$ cat src/rtl/controlador_compuerta_pkg.sv
// Shared definitions for the parking-gate controller and its stimulus generator:
// state encoding, default PIN constants and the Moore output decode.
package controlador_compuerta_pkg;

  typedef enum logic [2:0] {
    StIdle      = 3'd0,
    StEsperaPin = 3'd1,
    StAbierto   = 3'd2,
    StAlarma    = 3'd3,
    StBloqueo   = 3'd4
  } estado_e;

  localparam logic [7:0] PinCorrectoDef = 8'b00001000;
  localparam logic [7:0] PinEsperaDef   = 8'b00000000;

  typedef struct packed {
    logic cerrado;
    logic abierto;
    logic alarma;
    logic bloqueo;
  } salidas_t;

  function automatic salidas_t decodifica(estado_e st);
    salidas_t s;
    s = '{cerrado: 1'b1, abierto: 1'b0, alarma: 1'b0, bloqueo: 1'b0};
    case (st)
      StAbierto: s = '{cerrado: 1'b0, abierto: 1'b1, alarma: 1'b0, bloqueo: 1'b0};
      StAlarma:  s = '{cerrado: 1'b1, abierto: 1'b0, alarma: 1'b1, bloqueo: 1'b0};
      StBloqueo: s = '{cerrado: 1'b1, abierto: 1'b0, alarma: 1'b1, bloqueo: 1'b1};
      default:   ;
    endcase
    return s;
  endfunction

endpackage

$ cat src/rtl/detector_pin.sv
// PIN-entry edge detector: one event per idle-to-pressed transition of the keypad,
// classified as correct or wrong against the authorised PIN.
module detector_pin
  import controlador_compuerta_pkg::*;
#(
  parameter logic [7:0] PIN_CORRECTO = PinCorrectoDef,
  parameter logic [7:0] PIN_ESPERA   = PinEsperaDef
) (
  input  logic       Clk,
  input  logic       Reset,
  input  logic [7:0] Pin,
  output logic       ev_ok,
  output logic       ev_mal
);

  logic [7:0] pin_prev_q;
  logic       ev_pin;

  always_ff @(posedge Clk or negedge Reset) begin
    if (!Reset) begin
      pin_prev_q <= PIN_ESPERA;
    end else begin
      pin_prev_q <= Pin;
    end
  end

  // Switching between two pressed values without releasing is not a new entry.
  assign ev_pin = (Pin != PIN_ESPERA) && (pin_prev_q == PIN_ESPERA);
  assign ev_ok  = ev_pin && (Pin == PIN_CORRECTO);
  assign ev_mal = ev_pin && (Pin != PIN_CORRECTO);

endmodule

$ cat src/rtl/controlador_compuerta.sv
// Parking-gate controller: registered Moore FSM with a saturating wrong-PIN counter.
// Outputs are registered from the next state so they never glitch.
module controlador_compuerta
  import controlador_compuerta_pkg::*;
#(
  parameter logic [7:0]  PIN_CORRECTO = PinCorrectoDef,
  parameter logic [7:0]  PIN_ESPERA   = PinEsperaDef,
  parameter int unsigned MAX_INTENTOS = 3
) (
  input  logic       Clk,
  input  logic       Reset,
  input  logic       Vehiculo,
  input  logic       Termino,
  input  logic [7:0] Pin,
  output logic       Cerrado,
  output logic       Abierto,
  output logic       Alarma,
  output logic       Bloqueo
);

  localparam logic [1:0] MaxFallos = 2'(MAX_INTENTOS);

  estado_e    state_q, state_d;
  logic [1:0] fallos_q, fallos_d;
  salidas_t   salidas_q;
  logic       ev_ok, ev_mal;

  detector_pin #(
    .PIN_CORRECTO(PIN_CORRECTO),
    .PIN_ESPERA  (PIN_ESPERA)
  ) u_detector_pin (
    .Clk   (Clk),
    .Reset (Reset),
    .Pin   (Pin),
    .ev_ok (ev_ok),
    .ev_mal(ev_mal)
  );

  always_comb begin
    state_d  = state_q;
    fallos_d = fallos_q;
    case (state_q)
      StIdle: begin
        fallos_d = 2'd0;
        if (Vehiculo) state_d = StEsperaPin;
      end
      StEsperaPin: begin
        if (ev_ok) begin
          state_d  = StAbierto;
          fallos_d = 2'd0;
        end else if (ev_mal) begin
          if (fallos_q + 2'd1 >= MaxFallos) begin
            state_d  = StAlarma;
            fallos_d = MaxFallos;
          end else begin
            fallos_d = fallos_q + 2'd1;
          end
        end else if (!Vehiculo) begin
          state_d  = StIdle;
          fallos_d = 2'd0;
        end
      end
      StAlarma: begin
        // The alarm only clears with the correct PIN, not by the vehicle leaving.
        if (ev_ok) begin
          state_d  = StAbierto;
          fallos_d = 2'd0;
        end else if (ev_mal) begin
          fallos_d = MaxFallos;
        end
      end
      StAbierto: begin
        if (Termino) begin
          state_d = Vehiculo ? StBloqueo : StIdle;
          if (!Vehiculo) fallos_d = 2'd0;
        end
      end
      StBloqueo: begin
        if (ev_ok) begin
          state_d  = StIdle;
          fallos_d = 2'd0;
        end
      end
      default: begin
        state_d  = StIdle;
        fallos_d = 2'd0;
      end
    endcase
  end

  always_ff @(posedge Clk or negedge Reset) begin
    if (!Reset) begin
      state_q   <= StIdle;
      fallos_q  <= 2'd0;
      salidas_q <= decodifica(StIdle);
    end else begin
      state_q   <= state_d;
      fallos_q  <= fallos_d;
      salidas_q <= decodifica(state_d);
    end
  end

  assign Cerrado = salidas_q.cerrado;
  assign Abierto = salidas_q.abierto;
  assign Alarma  = salidas_q.alarma;
  assign Bloqueo = salidas_q.bloqueo;

endmodule

$ cat config.mk
export PLATFORM = sky130hd
export DESIGN_NAME = controlador_compuerta
export DESIGN_NICKNAME = d
export VERILOG_FILES = /design/src/rtl/controlador_compuerta_pkg.sv /design/src/rtl/detector_pin.sv /design/src/rtl/controlador_compuerta.sv
export SDC_FILE = /design/constraint.sdc
export NUM_CORES = 1
export LEC_CHECK = 0
export CORE_ASPECT_RATIO = 1.1
export CORE_UTILIZATION = 42
export CTS_CLUSTER_DIAMETER = 50
export DETAILED_ROUTE_END_ITERATION = 6
export PLACE_DENSITY_LB_ADDON = 0.15
export SKIP_LAST_GASP = 1
export SYNTH_ARGS = -nofsm -noshare
export SYNTH_HDL_FRONTEND = slang
export SYNTH_SLANG_ARGS = --single-unit
$ cat constraint.sdc
create_clock -name Clk -period 1.4 [get_ports Clk]
set_input_delay 0.21 -clock Clk [delete_from_list [all_inputs] [get_ports Clk]]
set_output_delay 0.21 -clock Clk [all_outputs]
set_load 0.01 [all_outputs]
Word level (Yosys, flattened, before mapping)
Cells that the tools add are included.
{"block": "word_totals", "reg_bits": 17, "latch_bits": 0, "mem_bits_rw": 0, "romBits": 0, "in_bits": 12, "output_inout_bits": 4, "wordCells": 48, "n_memories": 0}
{"block": "classes", "addsub": 1, "multipliers": 0, "div_mod_pow": 0, "order_cmp": 1, "n_eq_ne": 12, "shifts": 0, "mux": 20, "bitwise_logic": 0, "reduce_logical": 7}
{"op": "$mux W3", "count": 9}
{"op": "$mux W2", "count": 8}
{"op": "$pmux W3 S5", "count": 1}
{"op": "$eq A3 B2 Y1 const B", "count": 4}
{"op": "$pmux W4 S3", "count": 1}
{"op": "$eq A8 B4 Y1 const B", "count": 1}
{"op": "$logic_not A8 Y1", "count": 1}
{"op": "$ne A8 B4 Y1 const B", "count": 1}
{"op": "$pmux W2 S4", "count": 1}
{"op": "$reduce_bool A8 Y1", "count": 1}
{"op": "$eq A3 B3 Y1 const B", "count": 2}
{"op": "$ne A2 B2 Y1 const B", "count": 2}
{"op": "$eq A3 B1 Y1 const B", "count": 1}
{"op": "$logic_and A1 B1 Y1", "count": 3}
{"op": "$logic_not A3 Y1", "count": 1}
{"op": "$ne A3 B3 Y1 const B", "count": 1}
{"op": "$reduce_and A3 Y1", "count": 1}
{"op": "$add A2 B1 Y2 const B", "count": 1}
{"op": "$ge A2 B2 Y1 const B", "count": 1}

Logic depth before layout (Yosys ltp)
Gate-level depths: netlist of run 1.
{"block": "depth", "ltp_word": 8, "ltp_mapped": 6}

Modules after synthesis
A second synthesis of run 1 with hierarchy kept.
{"block": "hier_totals", "hier_cells": 65, "area_unflattened_um2": 784.5}
{"mod": "controlador_compuerta", "n_inst": 1, "cells_each": 50, "area_per_inst_um2": 531.8, "seq_area_each_um2": 226.5}
{"mod": "detector_pin", "n_inst": 1, "cells_each": 15, "area_per_inst_um2": 252.7, "seq_area_each_um2": 200.2}

Least setup slack after synthesis of run 1
Ideal clock, no wire load.
{"block": "synth_timing", "path_kind": "register to register", "startpoint": "reg u_detector_pin.pin_prev_q[1]", "endpoint": "reg salidas_q (netlist bit Alarma)", "setup_ps": 137, "arrival_ps": 1390, "setup_slack_ps": -127, "path_stages_with_launch": 6, "path_buffers": 0, "synth_period_minus_slack_ps": 1527, "cell_sequence": "dfrtp_1 > nor4_1 > nand4_1 > or2_2 > o311ai_1 > o21bai_1"}
{"block": "synth_between", "elab_chain_cells": 8, "elab_cells_between_ends": 13}
{"element": "start: declaration", "line_no": "detector_pin.sv:16", "rtl": "logic [7:0] pin_prev_q;"}
{"element": "start signal: assignment", "line_no": "detector_pin.sv:23", "rtl": "pin_prev_q <= Pin;"}
{"element": "$logic_not A8 Y1 *", "line_no": "detector_pin.sv:28", "rtl": "assign ev_pin = (Pin != PIN_ESPERA) && (pin_prev_q == PIN_ESPERA);"}
{"element": "$logic_and A1 B1 Y1 *", "line_no": "detector_pin.sv:28"}
{"element": "$logic_and A1 B1 Y1", "line_no": "detector_pin.sv:30", "rtl": "assign ev_mal = ev_pin && (Pin != PIN_CORRECTO);"}
{"element": "$mux W3", "line_no": "controlador_compuerta.sv:51", "rtl": "end else if (ev_mal) begin"}
{"element": "$mux W3", "line_no": "controlador_compuerta.sv:48", "rtl": "if (ev_ok) begin"}
{"element": "$pmux W3 S5 *", "line_no": "controlador_compuerta.sv:42", "rtl": "case (state_q)"}
{"element": "$eq A3 B3 Y1 or $eq A3 B2 Y1 (tied branches)", "line_no": "controlador_compuerta_pkg.sv:26", "rtl": "case (st)"}
{"element": "$pmux W4 S3 *", "line_no": "controlador_compuerta_pkg.sv:26"}
{"element": "end signal: assignment", "line_no": "controlador_compuerta.sv:95", "rtl": "salidas_q <= decodifica(StIdle);"}
{"element": "end signal: assignment", "line_no": "controlador_compuerta.sv:99", "rtl": "salidas_q <= decodifica(state_d);"}
{"element": "end: declaration", "line_no": "controlador_compuerta.sv:25", "rtl": "salidas_t salidas_q;"}
Every way passes the cells marked *; elsewhere a longest branch is shown, timed or not.
A chain may end at the register's enable or synchronous reset.

Worst setup path after layout of run 1
{"block": "layout_timing", "startpoint": "reg u_detector_pin.pin_prev_q[2]", "endpoint": "reg salidas_q (netlist bit Abierto)"}
The elaborated chain is that of the path after synthesis.

==> results of run 1 <==
==> kinds of logic (layout without fill, tap and decap cells) <==
logic type | count (synthesis) | in the layout | synth area share
simple gates | 20 | 20 | 0.1966
compound gates | 17 | 17 | 0.1670
flops | 17 | 17 | 0.5930
buf+inv | 5 | 39 | 0.02609
fa+ha+maj | 1 | 1 | 0.01739
==> what timing repair did <==
| item | 4_1_cts | 5_1_grt |
|---|---|---|
| hold buffers | 0 | 0 |
| setup buffers | 3 | 3 |
| pin swaps | 10 | 14 |
| setup endpoints to repair | 10 | 12 |
| gates resized for setup | 12 | 17 |
| gates cloned | 0 | 0 |
==> layout by cell type (no fill, tap or decap), types with 2 or more instances in the layout <==
cell	instances
sky130_fd_sc_hd__clkbuf_4	3
sky130_fd_sc_hd__o21bai_1	2
sky130_fd_sc_hd__a21oi_1	3
sky130_fd_sc_hd__a21oi_2	2
sky130_fd_sc_hd__dlygate4sd2_1	4
sky130_fd_sc_hd__nand3_1	2
sky130_fd_sc_hd__inv_1	5
sky130_fd_sc_hd__buf_4	14
sky130_fd_sc_hd__nor2_1	2
sky130_fd_sc_hd__dfrtp_1	16
sky130_fd_sc_hd__nor4_4	4
sky130_fd_sc_hd__clkdlybuf4s50_1	3
sky130_fd_sc_hd__dlymetal6s2s_1	8
sky130_fd_sc_hd__nor4b_4	2
==> through the flow <==
| stage | util | power (mW) | TNS [ns] | setup slack (ns) |
|---|---|---|---|---|
| after global routing | 0.7460 | 0.9274 | -1.966 | -0.3249 |
| after floorplan | - | 0.5421 | -0.003059 | -0.003059 |
| after global placement | 0.6230 | 0.6125 | -4.595 | -0.5892 |
| after detailed placement | 0.6230 | 0.6144 | -4.726 | -0.6166 |
| final | 0.7460 | 0.8911 | -1.286 | -0.2335 |
| after CTS | 0.6841 | 0.8819 | -1.340 | -0.2599 |
==> flip-flops by register name (all words and copies together) (netlist names) <==
register,cells
u_detector_pin.pin_prev_q,8
state_q,3
fallos_q,2
Cerrado,1
Alarma,1
Abierto,1
Bloqueo,1
==> report_power, final <==
part,total (mW),switching [mW],internal (mW)
sequential,0.516,0.0114,0.505
combinational,0.113,0.0573,0.0561
clock,0.262,0.151,0.110
total,0.891,0.220,0.671
==> worst reg2reg max path: stages (launching register included) <==
cell	delay, ns
sky130_fd_sc_hd__dfrtp_1	0.42
sky130_fd_sc_hd__nor4_4	0.34
sky130_fd_sc_hd__nand4_1	0.25
sky130_fd_sc_hd__or2_4	0.31
sky130_fd_sc_hd__o311ai_4	0.10
sky130_fd_sc_hd__and2_1	0.17
==> cell type report <==
type,count,area share
clock buffers,4,0.02234
inverters,5,0.01596
multi-input cells,38,0.3415
flip-flops and latches,17,0.3628
well taps,17,0.01809
repair buffers,30,0.2394
==> layer usage <==
metal  up-vias  GRT usage  share of wire
met5         -          0              0
met4         0    0.09677          0.024
met3         4    0.03175          0.027
met2        11     0.3375           0.53
met1       314     0.2622           0.42
li1        294          -              -
==> worst max-delay path by stage <==
stage	from	to	slack, ns	cells after the start
after floorplan	u_detector_pin.pin_prev_q[6]$_DFF_PN0_	Abierto$_DFF_PN0_	-0.003	5
after global placement	Pin[5]	Abierto$_DFF_PN0_	-0.59	6
after detailed placement	Pin[5]	Alarma$_DFF_PN0_	-0.62	6
after CTS	u_detector_pin.pin_prev_q[1]$_DFF_PN0_	Alarma$_DFF_PN0_	-0.26	5
after global routing	u_detector_pin.pin_prev_q[2]$_DFF_PN0_	Abierto$_DFF_PN0_	-0.32	5
final	u_detector_pin.pin_prev_q[2]$_DFF_PN0_	Abierto$_DFF_PN0_	-0.23	5
==> run summary, run 1 <==
RUN STATUS
---------------------------------------------------------------------------------
Run status ......................................................... complete, but fails checks
Failing checks ..................................................... setup timing

CTS
---------------------------------------------------------------------------------
Clk slew on worst S/H paths ........................................      0.10 ns
Buffer levels on the longest clock path ............................            2
H-tree depth .......................................................            1
CTS Buf Count ......................................................            3
Clock root buffer .................................................. sky130_fd_sc_hd__clkbuf_4
# clock sinks ......................................................           17
Clock latency of the later-clocked register in the worst-skew pair .      0.28 ns
CTS tree ...........................................................        built

LOGIC SYNTHESIS
---------------------------------------------------------------------------------
Async SR Flop Fraction .............................................        1.000
Netlist area before placement ......................................    719.4 um2
Cell count after synthesis .........................................           60
Commonest register cell after synthesis ............................ sky130_fd_sc_hd__dfrtp_1
Proportion of netlist area held by the largest area contributor ....       0.5565
Number of synthesized register bits ................................           17
Number of warnings printed during yosys synthesis ..................            0
Most frequent cell after synthesis ................................. sky130_fd_sc_hd__dfrtp_1
Synth cell count leaders ........................................... sky130_fd_sc_hd__dfrtp_1, sky130_fd_sc_hd__a21oi_1, sky130_fd_sc_hd__inv_1, sky130_fd_sc_hd__nor4_1
Number of distinct library cells after synthesis ...................           30
Average instance area after synthesis ..............................    11.99 um2
Count of flip-flops with a built-in enable after synthesis .........            0
Dominant cell type by area after synthesis ......................... sky130_fd_sc_hd__dfrtp_1
Net Count, Synth ...................................................           73
Share of synthesized area occupied by flip-flops and latches .......       0.5930
Top cells by area, synth ........................................... sky130_fd_sc_hd__dfrtp_1, sky130_fd_sc_hd__dfstp_2, sky130_fd_sc_hd__a21oi_1

LAYOUT
---------------------------------------------------------------------------------
Non-filler cells in the finished layout ............................          111
Layout cells sized above 1 .........................................       0.3511
Register area ......................................................    426.7 um2
Net count, final ...................................................          108
Fill cells .........................................................          110
Final Cell Area .................................................... 0.001176 mm2
Number of antenna cells inserted ...................................            0
Area occupied by multi-input gates .................................    401.6 um2
Synthesis-to-layout area growth ....................................       63.48%

CRITICAL PATH
---------------------------------------------------------------------------------
Delay-heaviest family, CP .......................................... simple AND/OR/NAND/NOR gates
Worst Setup Path Type ..............................................   reg -> reg
FF-to-FF End ....................................................... Abierto$_DFF_PN0_
Slowest stage cell on the critical path ............................ sky130_fd_sc_hd__dfrtp_1
Count of cells along the worst register-to-register path ...........            5
Slack of the worst reg-to-reg path .................................     -0.23 ns
Largest driver fanout on the critical path .........................            4
Crit-path max cell delay ...........................................      0.42 ns
Worst flop-to-flop path startpoint ................................. u_detector_pin.pin_prev_q[2]$_DFF_PN0_
Data required time at the worst endpoint ...........................      1.63 ns
Buffers & Inverters on Critical Path ...............................            0
Capturing element type of the critical path ........................         flop
Critical path, cell by cell ........................................ nor4_4 > nand4_1 > or2_4 > o311ai_4 > and2_1
Startpoint Class ...................................................         flop
Arr. time, crit path ...............................................      1.87 ns

PLACE
---------------------------------------------------------------------------------
Cell count after placement .........................................          101
Placed standard-cell area ..........................................    982.2 um2
Gp weighted congestion .............................................       0.8544
Half-perimeter wire length after detailed placement ................      1118 um
Port Buffers .......................................................           15

HOLD PATH
---------------------------------------------------------------------------------
Tightest Hold Check Type ...........................................    in -> reg
Number of instances on the worst hold path .........................            1
Endpoint, Worst Hold ............................................... u_detector_pin.pin_prev_q[5]$_DFF_PN0_
Hold path start ....................................................       Pin[5]

GLOBAL ROUTE
---------------------------------------------------------------------------------
Vias in the first global route .....................................          610
First-pass GRT wire length .........................................      2746 um
Total Routing Usage GR .............................................       0.2024
Largest net degree at the start of global routing ..................           18
Initial antenna violation count ....................................            0
Sum of overflow across all layers after global routing .............            0

DIE
---------------------------------------------------------------------------------
Die ar. ............................................................ 0.001882 mm2
Total number of placement rows .....................................           15
Core ar. ........................................................... 0.001577 mm2
Floorplan die height ...............................................     45.41 um
Width of the die ...................................................     41.46 um
Number of top-level design ports ...................................           16
Initial core utilization ...........................................       0.4563

DRT
---------------------------------------------------------------------------------
Wire per inst ......................................................     17.70 um
Via density ........................................................        5.613
Number of routed nets with antenna violations ......................            0
Pre-antenna DRT Iters ..............................................            4
Sum of routed wire length over all layers ..........................      1965 um
Detailed router's first-iteration violation count ..................            9
DR vias ............................................................          623
# DRC ..............................................................            0

STA
---------------------------------------------------------------------------------
Final setup skew ...................................................  0.008624 ns
Setup repair after global routing missed its margin ................         true
Final Max Slew Viols ...............................................            0
Highest Clock Rate .................................................    612.2 MHz
Minimum hold slack .................................................    0.1385 ns
Hold Vio Cnt, Final ................................................            0
Post-layout minimum cycle time .....................................     1.633 ns
Final setup violation count ........................................            8
Setup slack of the critical path after layout ......................   -0.2335 ns
Slew headroom ......................................................       0.6094
Least-Margin Pin Slew ..............................................    0.5845 ns
Final period util ..................................................        1.167

FLOW RUN
---------------------------------------------------------------------------------
Max capacitance violation total ....................................            0

PWR
---------------------------------------------------------------------------------
Leakage power summed over all cells ................................    0.5566 nW
PwrDens ............................................................ 757.7 mW/mm2
Maximum ir drop on the vdd rail ....................................     590.8 uV

No activity file was read; power rests on OpenSTA's default activity.
==> run 2: changes to the inputs <==
CORE_MARGIN = 2   (was default)
GPL_TIMING_DRIVEN = 0   (was default)
SLEW_MARGIN = 20   (was default)
==> run 2 against run 1 <==
The run still ends with setup timing left. Critical path depth is the same. Sequential power is essentially flat. Via count fell by 11%. Global-route usage fell by 3.5 points. Wire length fell by 27%. Sequential share of layout area rose by 5.5 points. Cell count is 11% lower. Clock power decreased by 3%. Clock skew shrank 0.0075 ns. Register-to-register slack gained 0.09 ns. Critical endpoint unchanged.
==> run summary, run 2 (same netlist as run 1, synthesis figures left out) <==
RUN STATUS
------------------------------------------------------------------------------------
Run status ............................................................ complete, but fails checks
Failing checks ........................................................ setup timing

CRITICAL PATH
------------------------------------------------------------------------------------
Capturing element type of the critical path ...........................         flop
Critical path, cell by cell ........................................... nor4_4 > nand2_2 > a2111o_1 > a21oi_2 > and2_1
Delay-heaviest family, CP ............................................. simple AND/OR/NAND/NOR gates
Slowest stage cell on the critical path ............................... sky130_fd_sc_hd__dfrtp_1
Worst Setup Path Type .................................................   reg -> reg
Data required time at the worst endpoint ..............................      1.63 ns   about the same
Largest driver fanout on the critical path ............................            3   -1
Buffers & Inverters on Critical Path ..................................            0   unchanged
Arr. time, crit path ..................................................      1.78 ns   -0.09 ns
Startpoint Class ......................................................         flop
Crit-path max cell delay ..............................................      0.40 ns   -0.02 ns

STA
------------------------------------------------------------------------------------
Total negative setup slack ............................................   -0.8209 ns   +0.4651 ns
Final period util .....................................................        1.103   -0.06427
Setup repair after global routing missed its margin ...................         true
Least-Margin Pin Slew .................................................    0.7361 ns   +0.1516 ns
Final setup violation count ...........................................            7   -1
Hold Vio Cnt, Final ...................................................            0   unchanged
Highest Clock Rate ....................................................    647.9 MHz   +5.8%
Slew headroom .........................................................       0.5078   -0.1016
Post-layout minimum cycle time ........................................     1.544 ns   -0.08998 ns
Final Max Slew Viols ..................................................            0   unchanged
Minimum hold slack ....................................................    0.1226 ns   -0.01587 ns
Setup slack of the critical path after layout .........................   -0.1435 ns   +0.08998 ns
Final setup skew ......................................................  0.001168 ns   -0.007456 ns

PLACE
------------------------------------------------------------------------------------
Placed standard-cell area .............................................    914.6 um2   -6.9%
Gp weighted congestion ................................................       0.8051   -5.8%
Post-Place Worst Slack ................................................   -0.6106 ns   +0.006010 ns
Half-perimeter wire length after detailed placement ...................      1031 um   -7.8%
Cell count after placement ............................................           92   -8.9%
Port Buffers ..........................................................           15   unchanged

GLOBAL ROUTE
------------------------------------------------------------------------------------
Largest net degree at the start of global routing .....................           18   unchanged
Total Routing Usage GR ................................................       0.1679   -0.03453
Initial antenna violation count .......................................            0   unchanged
Vias in the first global route ........................................          551   -9.7%
First-pass GRT wire length ............................................      2490 um   -9.3%
Sum of overflow across all layers after global routing ................            0   unchanged

DRT
------------------------------------------------------------------------------------
Number of routed nets with antenna violations .........................            0   unchanged
Via density ...........................................................        5.576   -0.66%
Detailed router's first-iteration violation count .....................            6   -3
Pre-antenna DRT Iters .................................................            4   unchanged
DR vias ...............................................................          552   -11%
Wire per inst .........................................................     14.53 um   -18%
# DRC .................................................................            0   unchanged
Sum of routed wire length over all layers .............................      1438 um   -27%

CTS
------------------------------------------------------------------------------------
# clock sinks .........................................................           17   unchanged
Number of buffers inserted for hold repair after clock tree synthesis .            0   unchanged
CTS tree ..............................................................        built
CTS Buf Count .........................................................            3   unchanged
Clock latency of the later-clocked register in the worst-skew pair ....      0.29 ns   about the same
Clock root buffer ..................................................... sky130_fd_sc_hd__clkbuf_4
H-tree depth ..........................................................            1   unchanged
Buffer levels on the longest clock path ...............................            2   unchanged
Clk slew on worst S/H paths ...........................................      0.09 ns   about the same

PWR
------------------------------------------------------------------------------------
PwrDens ............................................................... 835.0 mW/mm2   +10%
Leakage power summed over all cells ...................................    0.4422 nW   -21%
Maximum ir drop on the vdd rail .......................................     536.9 uV   -9.1%
Power Total ...........................................................     852.5 uW   -4.3%

LAYOUT
------------------------------------------------------------------------------------
Number of antenna cells inserted ......................................            0   unchanged
Most common library cell in the layout ignoring fill and taps ......... sky130_fd_sc_hd__dfrtp_1
Fill cells ............................................................          132   +20%
Non-filler cells in the finished layout ...............................           99   -11%
Biggest regs .......................................................... u_detector_pin.pin_prev_q: 8 flops, state_q: 3 flops, fallos_q: 2 flops
Area occupied by multi-input gates ....................................    355.3 um2   -12%
Register area .........................................................    426.7 um2   unchanged
Synthesis-to-layout area growth .......................................       41.91%
Finished Core Util ....................................................       0.6400   -0.1060
Highest-count cells in the layout ignoring fill and taps .............. sky130_fd_sc_hd__dfrtp_1, sky130_fd_sc_hd__dlygate4sd2_1, sky130_fd_sc_hd__inv_1, sky130_fd_sc_hd__clkdlybuf4s50_1
Most flop-heavy register .............................................. u_detector_pin.pin_prev_q
Max FFs per register ..................................................            8   unchanged
Net count, final ......................................................           96   -11%
Layout cells sized above 1 ............................................       0.2561   -0.09497
Final Cell Area ....................................................... 0.001021 mm2   -13%

HOLD PATH
------------------------------------------------------------------------------------
Tightest Hold Check Type ..............................................    in -> reg

DIE
------------------------------------------------------------------------------------
Total number of placement rows ........................................           15   unchanged
Number of top-level design ports ......................................           16   unchanged
Die ar. ............................................................... 0.002060 mm2   +9.4%
Initial core utilization ..............................................       0.4510   -0.005369
Floorplan die height ..................................................     47.41 um   +4.4%
Core ar. .............................................................. 0.001595 mm2   +1.2%
Width of the die ......................................................     43.46 um   +4.8%

FLOW RUN
------------------------------------------------------------------------------------
Max capacitance violation total .......................................            0   unchanged

[run 2: repair_timing]
item / in CTS / in global routing
cloned: 0 / 0
endpoints found under the setup margin: 10 / 11
pin swaps: 7 / 6
hold endpoints to repair: 0 / 0
setup buffers: 2 / 1
resized for setup: 15 / 4
[run 2: final timing paths]
kind	startpoint	end	slack [ns]	cells past startpoint
max in group asynchronous	Reset	state_q[1]$_DFF_PN0_	0.59	1
min in group asynchronous	Reset	u_detector_pin.pin_prev_q[5]$_DFF_PN0_	0.35	1
worst max register to register	u_detector_pin.pin_prev_q[6]$_DFF_PN0_	Abierto$_DFF_PN0_	-0.14	5
worst min register to register	state_q[0]$_DFF_PN0_	state_q[2]$_DFF_PN0_	0.54	1
worst min-delay path	Pin[5]	u_detector_pin.pin_prev_q[5]$_DFF_PN0_	0.12	1
worst max-delay path	u_detector_pin.pin_prev_q[6]$_DFF_PN0_	Abierto$_DFF_PN0_	-0.14	5
[run 2: area by class of cell]
cell class / count / area share
well taps: 17 / 0.02083
repair buffers: 18 / 0.1679
multi-input cells: 38 / 0.3480
clock buffers: 3 / 0.02206
clock inverters: 1 / 0.004902
flip-flops and latches: 17 / 0.4179
inverters: 5 / 0.01838
[run 2: layer usage]
metal	up-vias	GRT usage	share of wire
li1	269	-	-
met1	262	0.2193	0.45
met2	16	0.2716	0.48
met3	5	0.02692	0.048
met4	0	0.09091	0.023
met5	-	0	0
[run 2: power breakdown]
part | internal (mW) | switching, mW
logic | 0.0374 | 0.0421
registers | 0.505 | 0.0128
clock network | 0.106 | 0.149
